[config.mk]
export PLATFORM = sky130hd
export DESIGN_NAME = exp_1x1_kernel_wr_ctrl
export DESIGN_NICKNAME = d
export VERILOG_FILES = /design/src/rtl/exp_1x1_kernel_wr_ctrl.sv
export SDC_FILE = /design/constraint.sdc
export NUM_CORES = 1
export LEC_CHECK = 0
export ABC_CLOCK_PERIOD_IN_PS = 2500
export BUFFER_PORTS_ARGS = -buffer_cell sky130_fd_sc_hd__buf_2
export CORE_MARGIN = 3
export CORE_UTILIZATION = 50
export DETAILED_ROUTE_END_ITERATION = 6
export PLACE_DENSITY = 0.79
export RECOVER_POWER = 25
export SLEW_MARGIN = 30
export SYNTH_ARGS = -nofsm -noshare
export SYNTH_HDL_FRONTEND = slang
export SYNTH_SLANG_ARGS = --single-unit
[constraint.sdc]
create_clock -name clk_i -period 2.5 [get_ports clk_i]
set_clock_uncertainty 0.05 [all_clocks]
set_input_delay 0.375 -clock clk_i [delete_from_list [all_inputs] [get_ports clk_i]]
set_output_delay 0.375 -clock clk_i [all_outputs]
set_load 0.02 [all_outputs]
[src/rtl/exp_1x1_kernel_wr_ctrl.sv]
// ---------------------------------------------------------------------------
// exp_1x1_kernel_wr_ctrl
//
// Write-side controller for the expand 1x1 kernel RAM. It follows the expand
// 1x1 write-config stage. It takes packed kernel words over a valid/ready
// handshake and turns each accepted word into one sequential RAM write,
// issued one cycle after the handshake. It also flags the end of each layer
// and the end of the fire.
//
// Ports
//   clk_i, rst_i          clock, asynchronous active-high reset
//   start_i               fire-start pulse (honoured only in IDLE)
//   exp_1x1_en_i          expand 1x1 enable from the config stage
//   wr_addr_per_fire_i    last write address of the fire
//   wr_addr_per_layr_i    last per-layer index
//   ker_data_i/_valid_i   kernel word stream in
//   ker_ready_o           high only while loading
//   ram_wr_en_o/_addr_o/_data_o   kernel RAM write port
//   layr_done_o           pulse with the last write of each layer
//   fire_done_o           pulse at fire completion
//   busy_o                high from the cycle after start until DONE exits
// ---------------------------------------------------------------------------
module exp_1x1_kernel_wr_ctrl #(
  parameter int DATA_W = 32,
  parameter int ADDR_W = 12,
  parameter int LAYR_W = 7
) (
  input  logic              clk_i,
  input  logic              rst_i,
  input  logic              start_i,
  input  logic              exp_1x1_en_i,
  input  logic [ADDR_W-1:0] wr_addr_per_fire_i,
  input  logic [LAYR_W-1:0] wr_addr_per_layr_i,
  input  logic [DATA_W-1:0] ker_data_i,
  input  logic              ker_valid_i,
  output logic              ker_ready_o,
  output logic              ram_wr_en_o,
  output logic [ADDR_W-1:0] ram_wr_addr_o,
  output logic [DATA_W-1:0] ram_wr_data_o,
  output logic              layr_done_o,
  output logic              fire_done_o,
  output logic              busy_o
);

  typedef enum logic [1:0] {
    S_IDLE = 2'd0,
    S_CFG  = 2'd1,
    S_LOAD = 2'd2,
    S_DONE = 2'd3
  } state_t;

  state_t              state_q,     state_d;
  logic [ADDR_W-1:0]   fire_cnt_q,  fire_cnt_d;
  logic [LAYR_W-1:0]   layr_cnt_q,  layr_cnt_d;
  logic                wr_en_q,     wr_en_d;
  logic [ADDR_W-1:0]   wr_addr_q,   wr_addr_d;
  logic [DATA_W-1:0]   wr_data_q,   wr_data_d;
  logic                layr_done_q, layr_done_d;
  logic                fire_done_q, fire_done_d;

  logic beat;
  logic last_beat;
  logic layr_wrap;

  // Ready is decoded straight from state, so an asynchronous reset drops it
  // in the same instant the state register clears.
  assign ker_ready_o = (state_q == S_LOAD);
  assign busy_o      = (state_q != S_IDLE);

  assign beat      = ker_ready_o & ker_valid_i;
  assign last_beat = (fire_cnt_q == wr_addr_per_fire_i);
  assign layr_wrap = (layr_cnt_q == wr_addr_per_layr_i);

  always_comb begin
    state_d     = state_q;
    fire_cnt_d  = fire_cnt_q;
    layr_cnt_d  = layr_cnt_q;
    wr_en_d     = 1'b0;
    wr_addr_d   = wr_addr_q;
    wr_data_d   = wr_data_q;
    layr_done_d = 1'b0;
    fire_done_d = 1'b0;

    case (state_q)
      S_IDLE: begin
        if (start_i) state_d = S_CFG;
      end
      S_CFG: begin
        // Config-stage outputs become valid here; a disabled fire completes
        // without writing anything.
        fire_cnt_d = '0;
        layr_cnt_d = '0;
        if (exp_1x1_en_i) begin
          state_d = S_LOAD;
        end else begin
          state_d     = S_DONE;
          fire_done_d = 1'b1;
        end
      end
      S_LOAD: begin
        if (beat) begin
          wr_en_d     = 1'b1;
          wr_addr_d   = fire_cnt_q;
          wr_data_d   = ker_data_i;
          fire_cnt_d  = fire_cnt_q + ADDR_W'(1);
          layr_cnt_d  = layr_wrap ? '0 : layr_cnt_q + LAYR_W'(1);
          // The final word closes a partial layer too.
          layr_done_d = layr_wrap | last_beat;
          if (last_beat) begin
            fire_done_d = 1'b1;
            state_d     = S_DONE;
          end
        end
      end
      S_DONE: begin
        state_d = S_IDLE;
      end
      default: state_d = S_IDLE;
    endcase
  end

  always_ff @(posedge clk_i or posedge rst_i) begin
    if (rst_i) begin
      state_q     <= S_IDLE;
      fire_cnt_q  <= '0;
      layr_cnt_q  <= '0;
      wr_en_q     <= 1'b0;
      wr_addr_q   <= '0;
      wr_data_q   <= '0;
      layr_done_q <= 1'b0;
      fire_done_q <= 1'b0;
    end else begin
      state_q     <= state_d;
      fire_cnt_q  <= fire_cnt_d;
      layr_cnt_q  <= layr_cnt_d;
      wr_en_q     <= wr_en_d;
      wr_addr_q   <= wr_addr_d;
      wr_data_q   <= wr_data_d;
      layr_done_q <= layr_done_d;
      fire_done_q <= fire_done_d;
    end
  end

  assign ram_wr_en_o   = wr_en_q;
  assign ram_wr_addr_o = wr_addr_q;
  assign ram_wr_data_o = wr_data_q;
  assign layr_done_o   = layr_done_q;
  assign fire_done_o   = fire_done_q;

endmodule
==> flow_summary.html, run 1 <==
<table>
<tr><th>Metric</th><th>Value</th></tr>
<tr><th colspan="2">Worst setup path</th></tr>
<tr><td>Worst setup EP type</td><td>flip-flop</td></tr>
<tr><td>Critical Path AT</td><td>2390 ps</td></tr>
<tr><td>Largest fanout on the critical path</td><td>28</td></tr>
<tr><td>Worst path bufs/invs</td><td>3</td></tr>
<tr><td>Worst setup path class</td><td>flip-flop to flip-flop</td></tr>
<tr><td>Cell family contributing the most delay on the critical path</td><td>buffers and inverters</td></tr>
<tr><td>Required time at the endpoint of the critical path</td><td>2660 ps</td></tr>
<tr><td>Max incr delay on CP</td><td>420 ps</td></tr>
<tr><td>Kind of launch point of the worst setup path</td><td>flip-flop</td></tr>
<tr><td>Most common cell type on the critical path</td><td>sky130_fd_sc_hd__inv_1</td></tr>
<tr><td>Cell type of the slowest stage on the worst timing path</td><td>sky130_fd_sc_hd__dfrtp_1</td></tr>
<tr><td>Critical path, cell by cell</td><td>inv_1, ha_1, nand2_2, inv_1, buf_4, nand2_1, nand3_1, o21ai_0</td></tr>
<tr><th colspan="2">Yosys</th></tr>
<tr><td>Post-synth cell types</td><td>38</td></tr>
<tr><td>Post-synthesis register bit count</td><td>68</td></tr>
<tr><td>Mapped Cells</td><td>343</td></tr>
<tr><td>Count of synthesis-stage warnings from yosys</td><td>0</td></tr>
<tr><td>Main flop type after synthesis</td><td>sky130_fd_sc_hd__dfrtp_1</td></tr>
<tr><td>Share of the yosys chip area belonging to registers</td><td>0.536</td></tr>
<tr><td>Number of flops mapped to enable cells by yosys</td><td>0</td></tr>
<tr><td>FFs w/ async S/R, synth</td><td>1.00</td></tr>
<tr><td>Net Count, Synth</td><td>405</td></tr>
<tr><td>Mean instance size in the synthesized netlist</td><td>9.26 um2</td></tr>
<tr><td>Cell area after synthesis</td><td>0.00318 mm2</td></tr>
<tr><th colspan="2">Timing</th></tr>
<tr><td>Final worst path period need</td><td>2230 ps</td></tr>
<tr><td>Pin slew with the least headroom to its limit</td><td>1050 ps</td></tr>
<tr><td>Fin Setup TNS</td><td>0 ps</td></tr>
<tr><td>Post-route fraction of the period consumed by the critical path</td><td>0.894</td></tr>
<tr><td>Highest clock frequency the design can meet</td><td>447 MHz</td></tr>
<tr><td>Final setup vio count</td><td>0</td></tr>
<tr><td>Number of max-slew violations in the final report</td><td>0</td></tr>
<tr><td>Max transition margin</td><td>0.298</td></tr>
<tr><td>Unrepaired setup endpoints after global routing</td><td>false</td></tr>
<tr><td>Fin. Hold Viols</td><td>0</td></tr>
<tr><th colspan="2">Clock tree</th></tr>
<tr><td>Library cell used as clock root buffer</td><td>sky130_fd_sc_hd__clkbuf_8</td></tr>
<tr><td>Clock sink total</td><td>68</td></tr>
<tr><td>CTS clk-pin slew, worst paths</td><td>80 ps</td></tr>
<tr><td>CTS H-tree lvls</td><td>3</td></tr>
<tr><td>Deepest clock path buffer count</td><td>2</td></tr>
<tr><td>Clock Latency Late Sink</td><td>340 ps</td></tr>
<tr><td>CTS resizes</td><td>0</td></tr>
<tr><td>Post-CTS Setup Repair Bufs</td><td>0</td></tr>
<tr><td>Clock tree from TritonCTS</td><td>done</td></tr>
<tr><td>Number of hold buffers added after cts</td><td>0</td></tr>
<tr><td>Cts bufs inserted</td><td>9</td></tr>
<tr><th colspan="2">Placed design</th></tr>
<tr><td>Total half-perimeter wirelength after legalization and detailed placement</td><td>5280 um</td></tr>
<tr><td>Post-detailed-placement cell area</td><td>0.00377 mm2</td></tr>
<tr><td>Final weighted congestion of routability-driven global placement</td><td>0.833</td></tr>
<tr><td>Port Buffer Count</td><td>104</td></tr>
<tr><th colspan="2">Power and ir drop</th></tr>
<tr><td>Net switching component of the power</td><td>1.67 mW</td></tr>
<tr><td>Part of the total power dissipated in sequential elements</td><td>0.374</td></tr>
<tr><td>Pint</td><td>2.65 mW</td></tr>
<tr><td>Switch share</td><td>0.386</td></tr>
<tr><td>Portion of total power attributed to combinational logic</td><td>0.368</td></tr>
<tr><td>Maximum ir drop on the vdd rail</td><td>691 uV</td></tr>
<tr><td>Pleak</td><td>2.21 nW</td></tr>
<tr><td>Clock network fraction of total power</td><td>0.258</td></tr>
<tr><td>Pwr dens</td><td>1080 mW/mm2</td></tr>
<tr><th colspan="2">Die</th></tr>
<tr><td>Number of rows created at floorplan</td><td>28</td></tr>
<tr><td>Initial core utilization</td><td>0.527</td></tr>
<tr><td>Die Area</td><td>0.00735 mm2</td></tr>
<tr><td>Placeable core region</td><td>0.00603 mm2</td></tr>
<tr><td>Die extent in y</td><td>85.7 um</td></tr>
<tr><td>Count of boundary I/O pins</td><td>105</td></tr>
<tr><td>Die width</td><td>85.7 um</td></tr>
<tr><th colspan="2">Cells and area</th></tr>
<tr><td>Final core utilization</td><td>0.664</td></tr>
<tr><td>Share of post-route cells with drive strength above 1</td><td>0.301</td></tr>
<tr><td>Area delta synth-&gt;final</td><td>26.0%</td></tr>
<tr><td>Design area</td><td>0.00400 mm2</td></tr>
<tr><td>Net count of the finished layout</td><td>509</td></tr>
<tr><td>Ant. Diodes</td><td>0</td></tr>
<tr><th colspan="2">GRT</th></tr>
<tr><td>Global-route wire length before repair</td><td>12400 um</td></tr>
<tr><td>Largest net degree at the start of global routing</td><td>45</td></tr>
<tr><td>Total track usage</td><td>0.214</td></tr>
<tr><td>GRT overflow</td><td>0</td></tr>
<tr><td>Number of global-route vias before repair</td><td>2628</td></tr>
<tr><td>Initial antenna violation count</td><td>0</td></tr>
<tr><th colspan="2">Routing</th></tr>
<tr><td>DRC violation total after the first TritonRoute iteration</td><td>154</td></tr>
<tr><td>Routed wirelength normalized by instance count</td><td>14.1 um</td></tr>
<tr><td>Number of nets with antenna violations after detailed routing</td><td>0</td></tr>
<tr><td>Number of DRC violations after detailed routing</td><td>0</td></tr>
<tr><td>Total iterations of the first detailed-routing run</td><td>4</td></tr>
<tr><td>Via/cell ratio</td><td>5.04</td></tr>
<tr><td>Final Routed Wirelength</td><td>7410 um</td></tr>
<tr><td>DR vias</td><td>2658</td></tr>
<tr><th colspan="2">Outcome</th></tr>
<tr><td>Status</td><td>completed</td></tr>
<tr><th colspan="2">Hold path</th></tr>
<tr><td>Class of the worst hold path</td><td>primary input to flip-flop</td></tr>
<tr><th colspan="2">Flow run</th></tr>
<tr><td># Max-Cap Violations</td><td>0</td></tr>
</table>
[layout by cell type, fill, tap and decap left out, types with 2 or more instances in the layout]
cell type / netlist / routed
sky130_fd_sc_hd__clkbuf_8: 0 / 10
sky130_fd_sc_hd__xor2_1: 17 / 17
sky130_fd_sc_hd__a41oi_1: 2 / 2
sky130_fd_sc_hd__ha_1: 6 / 6
sky130_fd_sc_hd__nand4_1: 6 / 6
sky130_fd_sc_hd__a31oi_1: 2 / 2
sky130_fd_sc_hd__nand3_1: 5 / 5
sky130_fd_sc_hd__a21oi_1: 4 / 4
sky130_fd_sc_hd__inv_1: 8 / 8
sky130_fd_sc_hd__nor2_1: 14 / 14
sky130_fd_sc_hd__or3_1: 2 / 2
sky130_fd_sc_hd__nor4_2: 3 / 3
sky130_fd_sc_hd__dfrtp_1: 68 / 68
sky130_fd_sc_hd__nand2b_1: 2 / 2
sky130_fd_sc_hd__buf_2: 3 / 104
sky130_fd_sc_hd__nor2b_1: 2 / 2
sky130_fd_sc_hd__nand2_1: 143 / 142
sky130_fd_sc_hd__a41o_1: 2 / 2
sky130_fd_sc_hd__buf_4: 0 / 3
sky130_fd_sc_hd__o21ai_0: 13 / 13
sky130_fd_sc_hd__nor4b_1: 2 / 2
sky130_fd_sc_hd__bufinv_16: 0 / 3
sky130_fd_sc_hd__xnor2_1: 11 / 11
sky130_fd_sc_hd__a31o_2: 2 / 2
[state kept, by name, summed over array words and instances (netlist names)]
signal / count
layr_done_o: 1
ram_wr_data_o: 32
layr_cnt_q: 7
ram_wr_addr_o: 12
fire_cnt_q: 12
state_q: 2
ram_wr_en_o: 1
fire_done_o: 1
[through the flow]
stage / setup slack [ps] / cells / power (mW) / hold slack (ps)
final: 265 / 527 / 4.32 / 164
after global routing: 27.9 / 527 / 4.60 / 159
after CTS: 273 / 527 / 4.35 / 27.9
after detailed placement: 306 / 511 / 3.23 / 401
after global placement: 433 / 511 / 3.18 / 395
after floorplan: 363 / 343 / 2.70 / 430
[cell type report]
class / count / area [um2]
multi-input cells: 252 / 1380
well taps: 75 / 93.8
flip-flops and latches: 68 / 1700
repair buffers: 108 / 548
clock buffers: 10 / 138
inverters: 8 / 30.0
clock inverters: 6 / 111
fillers: 504 / 2020
[Yosys cell counts, types with 4 or more instances]
cell                       number  area [um2]
sky130_fd_sc_hd__a21oi_1        4        20.0
sky130_fd_sc_hd__clkbuf_1       9        33.8
sky130_fd_sc_hd__dfrtp_1       68        1700
sky130_fd_sc_hd__ha_1           6        75.1
sky130_fd_sc_hd__inv_1          8        30.0
sky130_fd_sc_hd__nand2_1      143         537
sky130_fd_sc_hd__nand3_1        5        25.0
sky130_fd_sc_hd__nand4_1        6        37.5
sky130_fd_sc_hd__nor2_1        14        52.6
sky130_fd_sc_hd__o21ai_0       13        65.1
sky130_fd_sc_hd__xnor2_1       11        96.3
sky130_fd_sc_hd__xor2_1        17         149
[worst reg2reg max path, stage by stage, from the launching register on]
cell	delay, ps
sky130_fd_sc_hd__dfrtp_1	420
sky130_fd_sc_hd__inv_1	150
sky130_fd_sc_hd__ha_1	410
sky130_fd_sc_hd__nand2_2	320
sky130_fd_sc_hd__inv_1	160
sky130_fd_sc_hd__buf_4	310
sky130_fd_sc_hd__nand2_1	120
sky130_fd_sc_hd__nand3_1	80
sky130_fd_sc_hd__o21ai_0	90
[power groups by stage]
stage	Sequential (mW)	Combinational, mW	Clock, mW
finish	1.61	1.59	1.11
global route	1.66	1.76	1.18
CTS	1.61	1.61	1.13
detailed placement	1.62	1.61	0
global placement	1.62	1.55	0
floorplan	1.91	0.784	0
[final timing paths]
path,from,endpoint,slack [ps],depth (start not counted)
max in group asynchronous,rst_i,layr_cnt_q[5]$_DFFE_PP0P_,680,3
setup reg to reg,state_q[0]$_DFFE_PP0P_,fire_cnt_q[2]$_DFFE_PP0P_,270,8
hold / removal,ker_data_i[10],ram_wr_data_o[10]$_DFFE_PP0P_,160,3
min in group asynchronous,rst_i,ram_wr_data_o[28]$_DFFE_PP0P_,170,2
hold reg to reg,ram_wr_data_o[22]$_DFFE_PP0P_,ram_wr_data_o[22]$_DFFE_PP0P_,420,2
setup / recovery,state_q[0]$_DFFE_PP0P_,fire_cnt_q[2]$_DFFE_PP0P_,270,8
[cells by family after synthesis]
logic type	after synthesis	share of synthesized area
and+or+nand+nor	186	0.261
DFF	68	0.536
AOI/OAI and AO/OA	30	0.0611
xor gates and xnor gates	28	0.0772
buffers and inverters	23	0.0307
adders and majority gates	6	0.0236
muxes	2	0.0106
[metal layers]
metal / GRT usage / vias up / routed length [um]
met3: 0.0423 / 13 / 476
met1: 0.281 / 1233 / 3240
li1: - / 1315 / -
met2: 0.341 / 97 / 3590
met5: 0 / - / 0
met4: 0.104 / 0 / 105
No activity file was read; power rests on OpenSTA's default activity.
==> run 2: changes to the inputs <==
--- a/config.mk
+++ b/config.mk
@@ -5,12 +5,13 @@
 export SDC_FILE = /design/constraint.sdc
 export NUM_CORES = 1
 export LEC_CHECK = 0
-export ABC_CLOCK_PERIOD_IN_PS = 2500
+export ABC_CLOCK_PERIOD_IN_PS = 2200
 export BUFFER_PORTS_ARGS = -buffer_cell sky130_fd_sc_hd__buf_2
 export CORE_MARGIN = 3
-export CORE_UTILIZATION = 50
+export CORE_UTILIZATION = 52
+export CTS_BUF_LIST = sky130_fd_sc_hd__clkbuf_8
 export DETAILED_ROUTE_END_ITERATION = 6
-export PLACE_DENSITY = 0.79
+export PLACE_DENSITY = 0.82
 export RECOVER_POWER = 25
 export SLEW_MARGIN = 30
 export SYNTH_ARGS = -nofsm -noshare
==> constraint.sdc (replaced) <==
create_clock -name clk_i -period 2.2 [get_ports clk_i]
set_clock_uncertainty 0.05 [all_clocks]
set_input_delay 0.33 -clock clk_i [delete_from_list [all_inputs] [get_ports clk_i]]
set_output_delay 0.33 -clock clk_i [all_outputs]
set_load 0.02 [all_outputs]
==> run 2 against run 1 <==
  * The flow now finishes with violations (max-capacitance violations, max-slew violations)
  * Combinational power up 14%
  * Sequential power grew 14%
  * Wire length decreased by 3.8%
  * Register-to-register slack worse by 130 ps
  * First-iteration DRC count shrank 24%
  * Sequential share of layout area is 0.46 points higher
  * Design area fell by 1.1%
  * Fmax grew 8.2%
  * Global-route usage about the same
  * Cell count increased by 0.19%
  * Via count grew 1.5%
  * Largest cell class unchanged
==> flow_summary.html, run 2 (same netlist as run 1, synthesis figures left out) <==
<table>
<tr><th>Metric</th><th>Value</th></tr>
<tr><th colspan="2">Routing</th></tr>
<tr><td>Total iterations of the first detailed-routing run</td><td>4</td></tr>
<tr><td>DRC violation total after the first TritonRoute iteration</td><td>117</td></tr>
<tr><td>Final Routed Wirelength</td><td>7120 um</td></tr>
<tr><td>Via/cell ratio</td><td>5.11</td></tr>
<tr><td>Number of nets with antenna violations after detailed routing</td><td>0</td></tr>
<tr><td>DR vias</td><td>2698</td></tr>
<tr><td>Number of DRC violations after detailed routing</td><td>0</td></tr>
<tr><td>Routed wirelength normalized by instance count</td><td>13.5 um</td></tr>
<tr><th colspan="2">Cells and area</th></tr>
<tr><td>Most frequent cells in the layout</td><td>sky130_fd_sc_hd__nand2_1, sky130_fd_sc_hd__buf_2, sky130_fd_sc_hd__dfrtp_1</td></tr>
<tr><td>Net count of the finished layout</td><td>513</td></tr>
<tr><td>Number of flip-flops in the largest register</td><td>32</td></tr>
<tr><td>Design area</td><td>0.00396 mm2</td></tr>
<tr><td>Commonest non-fill, non-tap cell in the layout</td><td>sky130_fd_sc_hd__nand2_1</td></tr>
<tr><td>Ant. Diodes</td><td>0</td></tr>
<tr><td>Share of post-route cells with drive strength above 1</td><td>0.305</td></tr>
<tr><td>Area delta synth-&gt;final</td><td>24.7%</td></tr>
<tr><th colspan="2">Worst setup path</th></tr>
<tr><td>Launching point of the worst reg2reg path</td><td>state_q[0]$_DFFE_PP0P_</td></tr>
<tr><td>Critical Path AT</td><td>2230 ps</td></tr>
<tr><td>FF-to-FF End</td><td>layr_cnt_q[6]$_DFFE_PP0P_</td></tr>
<tr><td>Cells on worst reg2reg path</td><td>6</td></tr>
<tr><td>Largest fanout on the critical path</td><td>10</td></tr>
<tr><td>Setup slack of the most critical reg-to-reg path</td><td>140 ps</td></tr>
<tr><td>Worst setup path class</td><td>flip-flop to flip-flop</td></tr>
<tr><td>Worst setup EP type</td><td>flip-flop</td></tr>
<tr><td>Kind of launch point of the worst setup path</td><td>flip-flop</td></tr>
<tr><td>Required time at the endpoint of the critical path</td><td>2360 ps</td></tr>
<tr><th colspan="2">Timing</th></tr>
<tr><td>Final worst path period need</td><td>2060 ps</td></tr>
<tr><td>Number of max-slew violations in the final report</td><td>33</td></tr>
<tr><td>Post-route fraction of the period consumed by the critical path</td><td>0.939</td></tr>
<tr><td>Fin. Hold Viols</td><td>0</td></tr>
<tr><td>Pin slew with the least headroom to its limit</td><td>1630 ps</td></tr>
<tr><td>Fin Setup TNS</td><td>0 ps</td></tr>
<tr><td>Unrepaired setup endpoints after global routing</td><td>false</td></tr>
<tr><td>Max transition margin</td><td>-0.0849</td></tr>
<tr><td>Final setup vio count</td><td>0</td></tr>
<tr><td>Highest clock frequency the design can meet</td><td>484 MHz</td></tr>
<tr><th colspan="2">Power and ir drop</th></tr>
<tr><td>Pleak</td><td>2.20 nW</td></tr>
<tr><td>Pwr dens</td><td>1150 mW/mm2</td></tr>
<tr><td>Part of the total power dissipated in sequential elements</td><td>0.402</td></tr>
<tr><td>Maximum ir drop on the vdd rail</td><td>706 uV</td></tr>
<tr><td>Pint</td><td>2.71 mW</td></tr>
<tr><td>Portion of total power attributed to combinational logic</td><td>0.399</td></tr>
<tr><td>Design Power</td><td>4.56 mW</td></tr>
<tr><td>Switch share</td><td>0.405</td></tr>
<tr><td>Net switching component of the power</td><td>1.84 mW</td></tr>
<tr><td>Clock network fraction of total power</td><td>0.199</td></tr>
<tr><th colspan="2">Clock tree</th></tr>
<tr><td>Cts bufs inserted</td><td>9</td></tr>
<tr><td>CTS resizes</td><td>0</td></tr>
<tr><td>Clock tree from TritonCTS</td><td>done</td></tr>
<tr><td>Library cell used as clock root buffer</td><td>sky130_fd_sc_hd__clkbuf_8</td></tr>
<tr><td>Number of hold buffers added after cts</td><td>0</td></tr>
<tr><td>CTS H-tree lvls</td><td>3</td></tr>
<tr><td>Deepest clock path buffer count</td><td>2</td></tr>
<tr><td>Clock sink total</td><td>68</td></tr>
<tr><td>Clock Latency Late Sink</td><td>340 ps</td></tr>
<tr><td>Post-CTS Setup Repair Bufs</td><td>0</td></tr>
<tr><td>CTS clk-pin slew, worst paths</td><td>70 ps</td></tr>
<tr><th colspan="2">Outcome</th></tr>
<tr><td>Violations in the final reports</td><td>max-capacitance violations, max-slew violations</td></tr>
<tr><td>Status</td><td>complete, but fails checks</td></tr>
<tr><th colspan="2">Flow run</th></tr>
<tr><td># Max-Cap Violations</td><td>1</td></tr>
<tr><th colspan="2">Die</th></tr>
<tr><td>Placeable core region</td><td>0.00571 mm2</td></tr>
<tr><td>Die Area</td><td>0.00708 mm2</td></tr>
<tr><td>Die width</td><td>84.2 um</td></tr>
<tr><td>Count of boundary I/O pins</td><td>105</td></tr>
<tr><td>Initial core utilization</td><td>0.556</td></tr>
<tr><td>Die extent in y</td><td>84.2 um</td></tr>
<tr><td>Number of rows created at floorplan</td><td>27</td></tr>
<tr><th colspan="2">Placed design</th></tr>
<tr><td>Total half-perimeter wirelength after legalization and detailed placement</td><td>5280 um</td></tr>
<tr><td>Final weighted congestion of routability-driven global placement</td><td>0.892</td></tr>
<tr><td>Post-detailed-placement cell area</td><td>0.00378 mm2</td></tr>
<tr><td>Port Buffer Count</td><td>104</td></tr>
<tr><th colspan="2">GRT</th></tr>
<tr><td>Largest net degree at the start of global routing</td><td>37</td></tr>
<tr><td>Global-route wire length before repair</td><td>12200 um</td></tr>
<tr><td>Initial antenna violation count</td><td>0</td></tr>
<tr><td>GRT overflow</td><td>0</td></tr>
<tr><td>Number of global-route vias before repair</td><td>2653</td></tr>
<tr><td>Total track usage</td><td>0.214</td></tr>
<tr><th colspan="2">Hold path</th></tr>
<tr><td>Beginning of the worst hold path</td><td>ker_data_i[18]</td></tr>
<tr><td>Worst hold endpoint</td><td>ram_wr_data_o[18]$_DFFE_PP0P_</td></tr>
<tr><td>Hold depth</td><td>3</td></tr>
<tr><td>Class of the worst hold path</td><td>primary input to flip-flop</td></tr>
</table>
[run 2: cell count changes in the layout (fill, tap and decap cells not counted), sizes merged]
cell,change
clkinv,+2
bufinv,-3
buf,+3
clkbuf,+2
inv,+1
clkinvlp,-1
[run 2: worst max path at each step]
stage / startpoint / to / slack (ps) / cells past startpoint
2_1_floorplan: rst_i / fire_cnt_q[0]$_DFFE_PP0P_ / 110 / 1
3_3_place_gp: state_q[0]$_DFFE_PP0P_ / fire_cnt_q[9]$_DFFE_PP0P_ / 280 / 6
3_5_place_dp: state_q[0]$_DFFE_PP0P_ / fire_cnt_q[9]$_DFFE_PP0P_ / 160 / 6
4_1_cts: state_q[0]$_DFFE_PP0P_ / layr_cnt_q[6]$_DFFE_PP0P_ / 110 / 6
5_1_grt: state_q[0]$_DFFE_PP0P_ / layr_cnt_q[6]$_DFFE_PP0P_ / 0.08 / 6
6_report: state_q[0]$_DFFE_PP0P_ / layr_cnt_q[6]$_DFFE_PP0P_ / 140 / 6
[run 2: power groups by stage]
stage / logic (mW) / registers (mW) / clock network [mW]
2_1_floorplan: 0.891 / 2.18 / 0
4_1_cts: 1.84 / 1.83 / 0.928
3_3_place_gp: 1.78 / 1.84 / 0
6_report: 1.82 / 1.83 / 0.907
3_5_place_dp: 1.84 / 1.84 / 0
5_1_grt: 2.01 / 1.88 / 0.993
[run 2: cell type report]
class / count / area [um2]
clock buffer: 11 / 151
clock inverter: 5 / 27.5
fill: 471 / 1750
inverter: 8 / 30.0
multi-input combinational: 252 / 1390
sequential: 68 / 1700
tap: 72 / 90.1
timing repair buffer: 112 / 574
[run 2: worst max-delay path, cell delays in order (launching register included)]
cell,delay (ps)
sky130_fd_sc_hd__dfrtp_1,390
sky130_fd_sc_hd__inv_1,100
sky130_fd_sc_hd__ha_1,310
sky130_fd_sc_hd__mux2i_4,280
sky130_fd_sc_hd__nor4b_1,520
sky130_fd_sc_hd__xnor2_1,210
sky130_fd_sc_hd__nor2_1,70
[run 2: metal layers]
metal | routed length [um] | part of all wire | up-vias | global-route usage
met2 | 3350 | 0.47 | 101 | 0.349
met3 | 523 | 0.073 | 12 | 0.0530
met1 | 3100 | 0.43 | 1261 | 0.273
met5 | 0 | 0 | - | 0
met4 | 150 | 0.021 | 0 | 0.0863
li1 | - | - | 1324 | -
[run 2: metrics by stage]
step	setup WS, ps	cells	util	hold WS (ps)
6_report	135	528	0.694	130
5_1_grt	0.0790	528	0.694	134
4_1_cts	113	528	0.694	32.9
3_5_place_dp	159	512	0.663	400
3_3_place_gp	275	512	0.663	393
2_1_floorplan	108	343	-	385
==> run 3: changes to the inputs <==
--- a/config.mk
+++ b/config.mk
@@ -5,6 +5,7 @@
 export SDC_FILE = /design/constraint.sdc
 export NUM_CORES = 1
 export LEC_CHECK = 0
+export ABC_AREA = 1
 export ABC_CLOCK_PERIOD_IN_PS = 2200
 export BUFFER_PORTS_ARGS = -buffer_cell sky130_fd_sc_hd__buf_2
 export CORE_MARGIN = 3
==> run 3 against run 2 <==
  * The run now ends clean
  * Global-route usage grew 0.70 points
  * Area after synthesis down 0.24%
  * Flip-flop and latch count unchanged
  * Register-to-register slack improved by 40 ps
  * First-iteration DRC count decreased by 1.7%
  * Sequential power barely moved
  * Non-clock buffer count is 2 lower
  * Sequential share of layout area down 0.76 points
  * Critical path depth is 4 higher
==> flow_summary.html, run 3 <==
<table>
<tr><th>Metric</th><th>Value</th></tr>
<tr><th colspan="2">GRT</th></tr>
<tr><td>Total track usage</td><td>0.221</td></tr>
<tr><td>Number of global-route vias before repair</td><td>2827</td></tr>
<tr><td>Global-route wire length before repair</td><td>12600 um</td></tr>
<tr><td>Busiest grt layer</td><td>met2</td></tr>
<tr><td>Largest net degree at the start of global routing</td><td>57</td></tr>
<tr><td>Fraction of met3 tracks used by global routing</td><td>0.0523</td></tr>
<tr><td>Global-route track usage on met1</td><td>0.291</td></tr>
<tr><td>Met2 GRT Util</td><td>0.339</td></tr>
<tr><td>Initial antenna violation count</td><td>0</td></tr>
<tr><td>GRT overflow</td><td>0</td></tr>
<tr><th colspan="2">Die</th></tr>
<tr><td>Die Area</td><td>0.00707 mm2</td></tr>
<tr><td>Count of boundary I/O pins</td><td>105</td></tr>
<tr><td>Die extent in y</td><td>84.1 um</td></tr>
<tr><td>Placeable core region</td><td>0.00571 mm2</td></tr>
<tr><td>Initial core utilization</td><td>0.555</td></tr>
<tr><td>Number of rows created at floorplan</td><td>27</td></tr>
<tr><td>Die width</td><td>84.1 um</td></tr>
<tr><th colspan="2">Yosys</th></tr>
<tr><td>Library cell with the largest summed area after synthesis</td><td>sky130_fd_sc_hd__dfrtp_1</td></tr>
<tr><td>Mapped Cells</td><td>391</td></tr>
<tr><td>Share of the yosys chip area belonging to registers</td><td>0.537</td></tr>
<tr><td>Cell types occupying the most area after synthesis</td><td>sky130_fd_sc_hd__dfrtp_1, sky130_fd_sc_hd__nand2_1, sky130_fd_sc_hd__inv_1</td></tr>
<tr><td>Top-area cell type share of the netlist area</td><td>0.537</td></tr>
<tr><td>FFs w/ async S/R, synth</td><td>1.00</td></tr>
<tr><td>Most instantiated library cell after synthesis</td><td>sky130_fd_sc_hd__nand2_1</td></tr>
<tr><td>Main flop type after synthesis</td><td>sky130_fd_sc_hd__dfrtp_1</td></tr>
<tr><td>Post-synth cell types</td><td>30</td></tr>
<tr><td>Post-synthesis register bit count</td><td>68</td></tr>
<tr><td>Number of flops mapped to enable cells by yosys</td><td>0</td></tr>
<tr><td>Net Count, Synth</td><td>453</td></tr>
<tr><td>Mean instance size in the synthesized netlist</td><td>8.11 um2</td></tr>
<tr><td>Count of synthesis-stage warnings from yosys</td><td>0</td></tr>
<tr><td>Synth top cells by count</td><td>sky130_fd_sc_hd__nand2_1, sky130_fd_sc_hd__dfrtp_1, sky130_fd_sc_hd__inv_1</td></tr>
<tr><td>Cell area after synthesis</td><td>0.00317 mm2</td></tr>
<tr><th colspan="2">Power and ir drop</th></tr>
<tr><td>Maximum ir drop on the vdd rail</td><td>856 uV</td></tr>
<tr><td>Pint</td><td>3.01 mW</td></tr>
<tr><td>Pwr dens</td><td>1220 mW/mm2</td></tr>
<tr><td>Pleak</td><td>2.29 nW</td></tr>
<tr><td>Switch share</td><td>0.389</td></tr>
<tr><td>Part of the total power dissipated in sequential elements</td><td>0.374</td></tr>
<tr><td>Net switching component of the power</td><td>1.92 mW</td></tr>
<tr><td>Clock network fraction of total power</td><td>0.255</td></tr>
<tr><td>Portion of total power attributed to combinational logic</td><td>0.371</td></tr>
<tr><td>Design Power</td><td>4.93 mW</td></tr>
<tr><th colspan="2">Flow run</th></tr>
<tr><td># Max-Cap Violations</td><td>0</td></tr>
<tr><th colspan="2">Clock tree</th></tr>
<tr><td>Post-CTS Setup Repair Bufs</td><td>0</td></tr>
<tr><td>Clock sink total</td><td>68</td></tr>
<tr><td>Clock Latency Late Sink</td><td>340 ps</td></tr>
<tr><td>Number of hold buffers added after cts</td><td>1</td></tr>
<tr><td>Cts bufs inserted</td><td>9</td></tr>
<tr><td>CTS resizes</td><td>0</td></tr>
<tr><td>Deepest clock path buffer count</td><td>2</td></tr>
<tr><td>Clock tree from TritonCTS</td><td>done</td></tr>
<tr><td>CTS clk-pin slew, worst paths</td><td>80 ps</td></tr>
<tr><td>Library cell used as clock root buffer</td><td>sky130_fd_sc_hd__clkbuf_8</td></tr>
<tr><td>CTS H-tree lvls</td><td>3</td></tr>
<tr><th colspan="2">Worst setup path</th></tr>
<tr><td>Required time at the endpoint of the critical path</td><td>2360 ps</td></tr>
<tr><td>Kind of launch point of the worst setup path</td><td>flip-flop</td></tr>
<tr><td>Critical path, cell by cell</td><td>inv_1, ha_1, inv_1, nand2_4, nand2_2, inv_1, nor3_2, nand2_1, o21ai_0, a21oi_1</td></tr>
<tr><td>Largest fanout on the critical path</td><td>13</td></tr>
<tr><td>Cell family contributing the most delay on the critical path</td><td>simple AND/OR/NAND/NOR gates</td></tr>
<tr><td>Worst setup EP type</td><td>flip-flop</td></tr>
<tr><td>Worst path bufs/invs</td><td>3</td></tr>
<tr><td>Cell type of the slowest stage on the worst timing path</td><td>sky130_fd_sc_hd__dfrtp_1</td></tr>
<tr><td>Worst setup path class</td><td>flip-flop to flip-flop</td></tr>
<tr><td>Max incr delay on CP</td><td>370 ps</td></tr>
<tr><td>Critical Path AT</td><td>2190 ps</td></tr>
<tr><td>Most common cell type on the critical path</td><td>sky130_fd_sc_hd__inv_1</td></tr>
<tr><th colspan="2">Timing</th></tr>
<tr><td>Max transition margin</td><td>0.497</td></tr>
<tr><td>Final setup vio count</td><td>0</td></tr>
<tr><td>Pin slew with the least headroom to its limit</td><td>755 ps</td></tr>
<tr><td>Unrepaired setup endpoints after global routing</td><td>false</td></tr>
<tr><td>Fin worst setup slack</td><td>177 ps</td></tr>
<tr><td>Number of max-slew violations in the final report</td><td>0</td></tr>
<tr><td>Fin Setup TNS</td><td>0 ps</td></tr>
<tr><td>Highest clock frequency the design can meet</td><td>494 MHz</td></tr>
<tr><td>Minimum hold slack</td><td>132 ps</td></tr>
<tr><td>Post-route fraction of the period consumed by the critical path</td><td>0.920</td></tr>
<tr><td>Final worst path period need</td><td>2020 ps</td></tr>
<tr><td>Fin. Hold Viols</td><td>0</td></tr>
<tr><th colspan="2">Routing</th></tr>
<tr><td>Final Routed Wirelength</td><td>7350 um</td></tr>
<tr><td>Via/cell ratio</td><td>4.90</td></tr>
<tr><td>DRC violation total after the first TritonRoute iteration</td><td>115</td></tr>
<tr><td>Number of DRC violations after detailed routing</td><td>0</td></tr>
<tr><td>Total iterations of the first detailed-routing run</td><td>4</td></tr>
<tr><td>Routed wirelength normalized by instance count</td><td>12.7 um</td></tr>
<tr><td>DR vias</td><td>2834</td></tr>
<tr><td>Number of nets with antenna violations after detailed routing</td><td>0</td></tr>
<tr><th colspan="2">Placed design</th></tr>
<tr><td>Port Buffer Count</td><td>104</td></tr>
<tr><td>Total half-perimeter wirelength after legalization and detailed placement</td><td>5350 um</td></tr>
<tr><td>Final weighted congestion of routability-driven global placement</td><td>0.904</td></tr>
<tr><td># placed instances</td><td>561</td></tr>
<tr><td>Pre-CTS setup slack</td><td>186 ps</td></tr>
<tr><th colspan="2">Outcome</th></tr>
<tr><td>Status</td><td>completed</td></tr>
<tr><th colspan="2">Cells and area</th></tr>
<tr><td>Cell Count, Final, Fillers Out</td><td>578</td></tr>
<tr><td>Commonest non-fill, non-tap cell in the layout</td><td>sky130_fd_sc_hd__nand2_1</td></tr>
<tr><td>Number of flip-flops in the largest register</td><td>32</td></tr>
<tr><td>Ant. Diodes</td><td>0</td></tr>
<tr><td>Most frequent cells in the layout</td><td>sky130_fd_sc_hd__nand2_1, sky130_fd_sc_hd__buf_2, sky130_fd_sc_hd__dfrtp_1</td></tr>
<tr><td>Share of post-route cells with drive strength above 1</td><td>0.269</td></tr>
<tr><td>Net count of the finished layout</td><td>563</td></tr>
<tr><td>Area delta synth-&gt;final</td><td>27.2%</td></tr>
<tr><td>Fill cell count</td><td>476</td></tr>
<tr><th colspan="2">Hold path</th></tr>
<tr><td>Class of the worst hold path</td><td>primary input to flip-flop</td></tr>
</table>
[run 3: cell types whose count changed in the layout (fill, tap and decap cells not counted), moves of 4 or more]
| cell | before | now |
|---|---|---|
| sky130_fd_sc_hd__a21oi_1 | 4 | 9 |
| sky130_fd_sc_hd__inv_1 | 9 | 38 |
| sky130_fd_sc_hd__nand2_1 | 142 | 171 |
| sky130_fd_sc_hd__nand3_1 | 5 | 12 |
| sky130_fd_sc_hd__nor2_1 | 14 | 18 |
| sky130_fd_sc_hd__o21ai_0 | 13 | 19 |
| sky130_fd_sc_hd__o21ai_1 | 0 | 4 |
| sky130_fd_sc_hd__xor2_1 | 17 | 5 |
[run 3: final timing paths]
check / start / slack, ps / depth (start not counted) / endpoint
worst min-delay path: ker_data_i[19] / 130 / 3 / ram_wr_data_o[19]$_DFFE_PP0P_
max in group asynchronous: rst_i / 430 / 4 / ram_wr_addr_o[6]$_DFFE_PP0P_
worst max register to register: state_q[0]$_DFFE_PP0P_ / 180 / 10 / fire_cnt_q[5]$_DFFE_PP0P_
worst max-delay path: state_q[0]$_DFFE_PP0P_ / 180 / 10 / fire_cnt_q[5]$_DFFE_PP0P_
worst min register to register: ram_wr_data_o[11]$_DFFE_PP0P_ / 430 / 2 / ram_wr_data_o[11]$_DFFE_PP0P_
min in group asynchronous: rst_i / 500 / 3 / ram_wr_data_o[11]$_DFFE_PP0P_
[run 3: worst register-to-register path, stage by stage, from the launching register on]
cell and delay (ps):
sky130_fd_sc_hd__dfrtp_1 370, sky130_fd_sc_hd__inv_1 100, sky130_fd_sc_hd__ha_1 270, sky130_fd_sc_hd__inv_1 140
sky130_fd_sc_hd__nand2_4 110, sky130_fd_sc_hd__nand2_2 230, sky130_fd_sc_hd__inv_1 170, sky130_fd_sc_hd__nor3_2 170
sky130_fd_sc_hd__nand2_1 100, sky130_fd_sc_hd__o21ai_0 150, sky130_fd_sc_hd__a21oi_1 60
[run 3: final cells by class]
cell class                      count  area (um2)  share of cell area
Tap cell                           72        90.1              0.0223
Sequential cell                    68        1700               0.422
Timing Repair Buffer              110         568               0.141
Multi-Input combinational cell    273        1280               0.317
Clock buffer                       10         138              0.0341
Inverter                           39         146              0.0363
Clock inverter                      6         111              0.0276
[run 3: kinds of logic (layout without fill, tap and decap cells)]
kind of cell    after synthesis  in the layout  synth area share
compound gates               35             35            0.0576
xor+xnor                     14             14            0.0387
fa+ha+maj                     6              6            0.0237
buf+inv                      50            165            0.0612
flops                        68             68             0.537
simple gates                218            218             0.282
[run 3: layer usage]
layer	routed length, um	vias to the layer above
li1	-	1419
met1	3240	1310
met2	3450	91
met3	501	14
met4	156	0
met5	0	-
[run 3: power by group through the flow]
stage | registers (mW) | logic [mW] | clock network, mW
3_3_place_gp | 1.85 | 1.78 | 0
3_5_place_dp | 1.86 | 1.85 | 0
5_1_grt | 1.90 | 2.04 | 1.36
2_1_floorplan | 2.21 | 0.872 | 0
6_report | 1.85 | 1.83 | 1.26
4_1_cts | 1.84 | 1.86 | 1.28
[run 3: through the flow]
stage | instance area [um2] | utilization
global placement | 3780 | 0.663
detailed placement | 3780 | 0.663
global route | 4030 | 0.706
CTS | 4040 | 0.708
finish | 4030 | 0.706
floorplan | 3170 | -
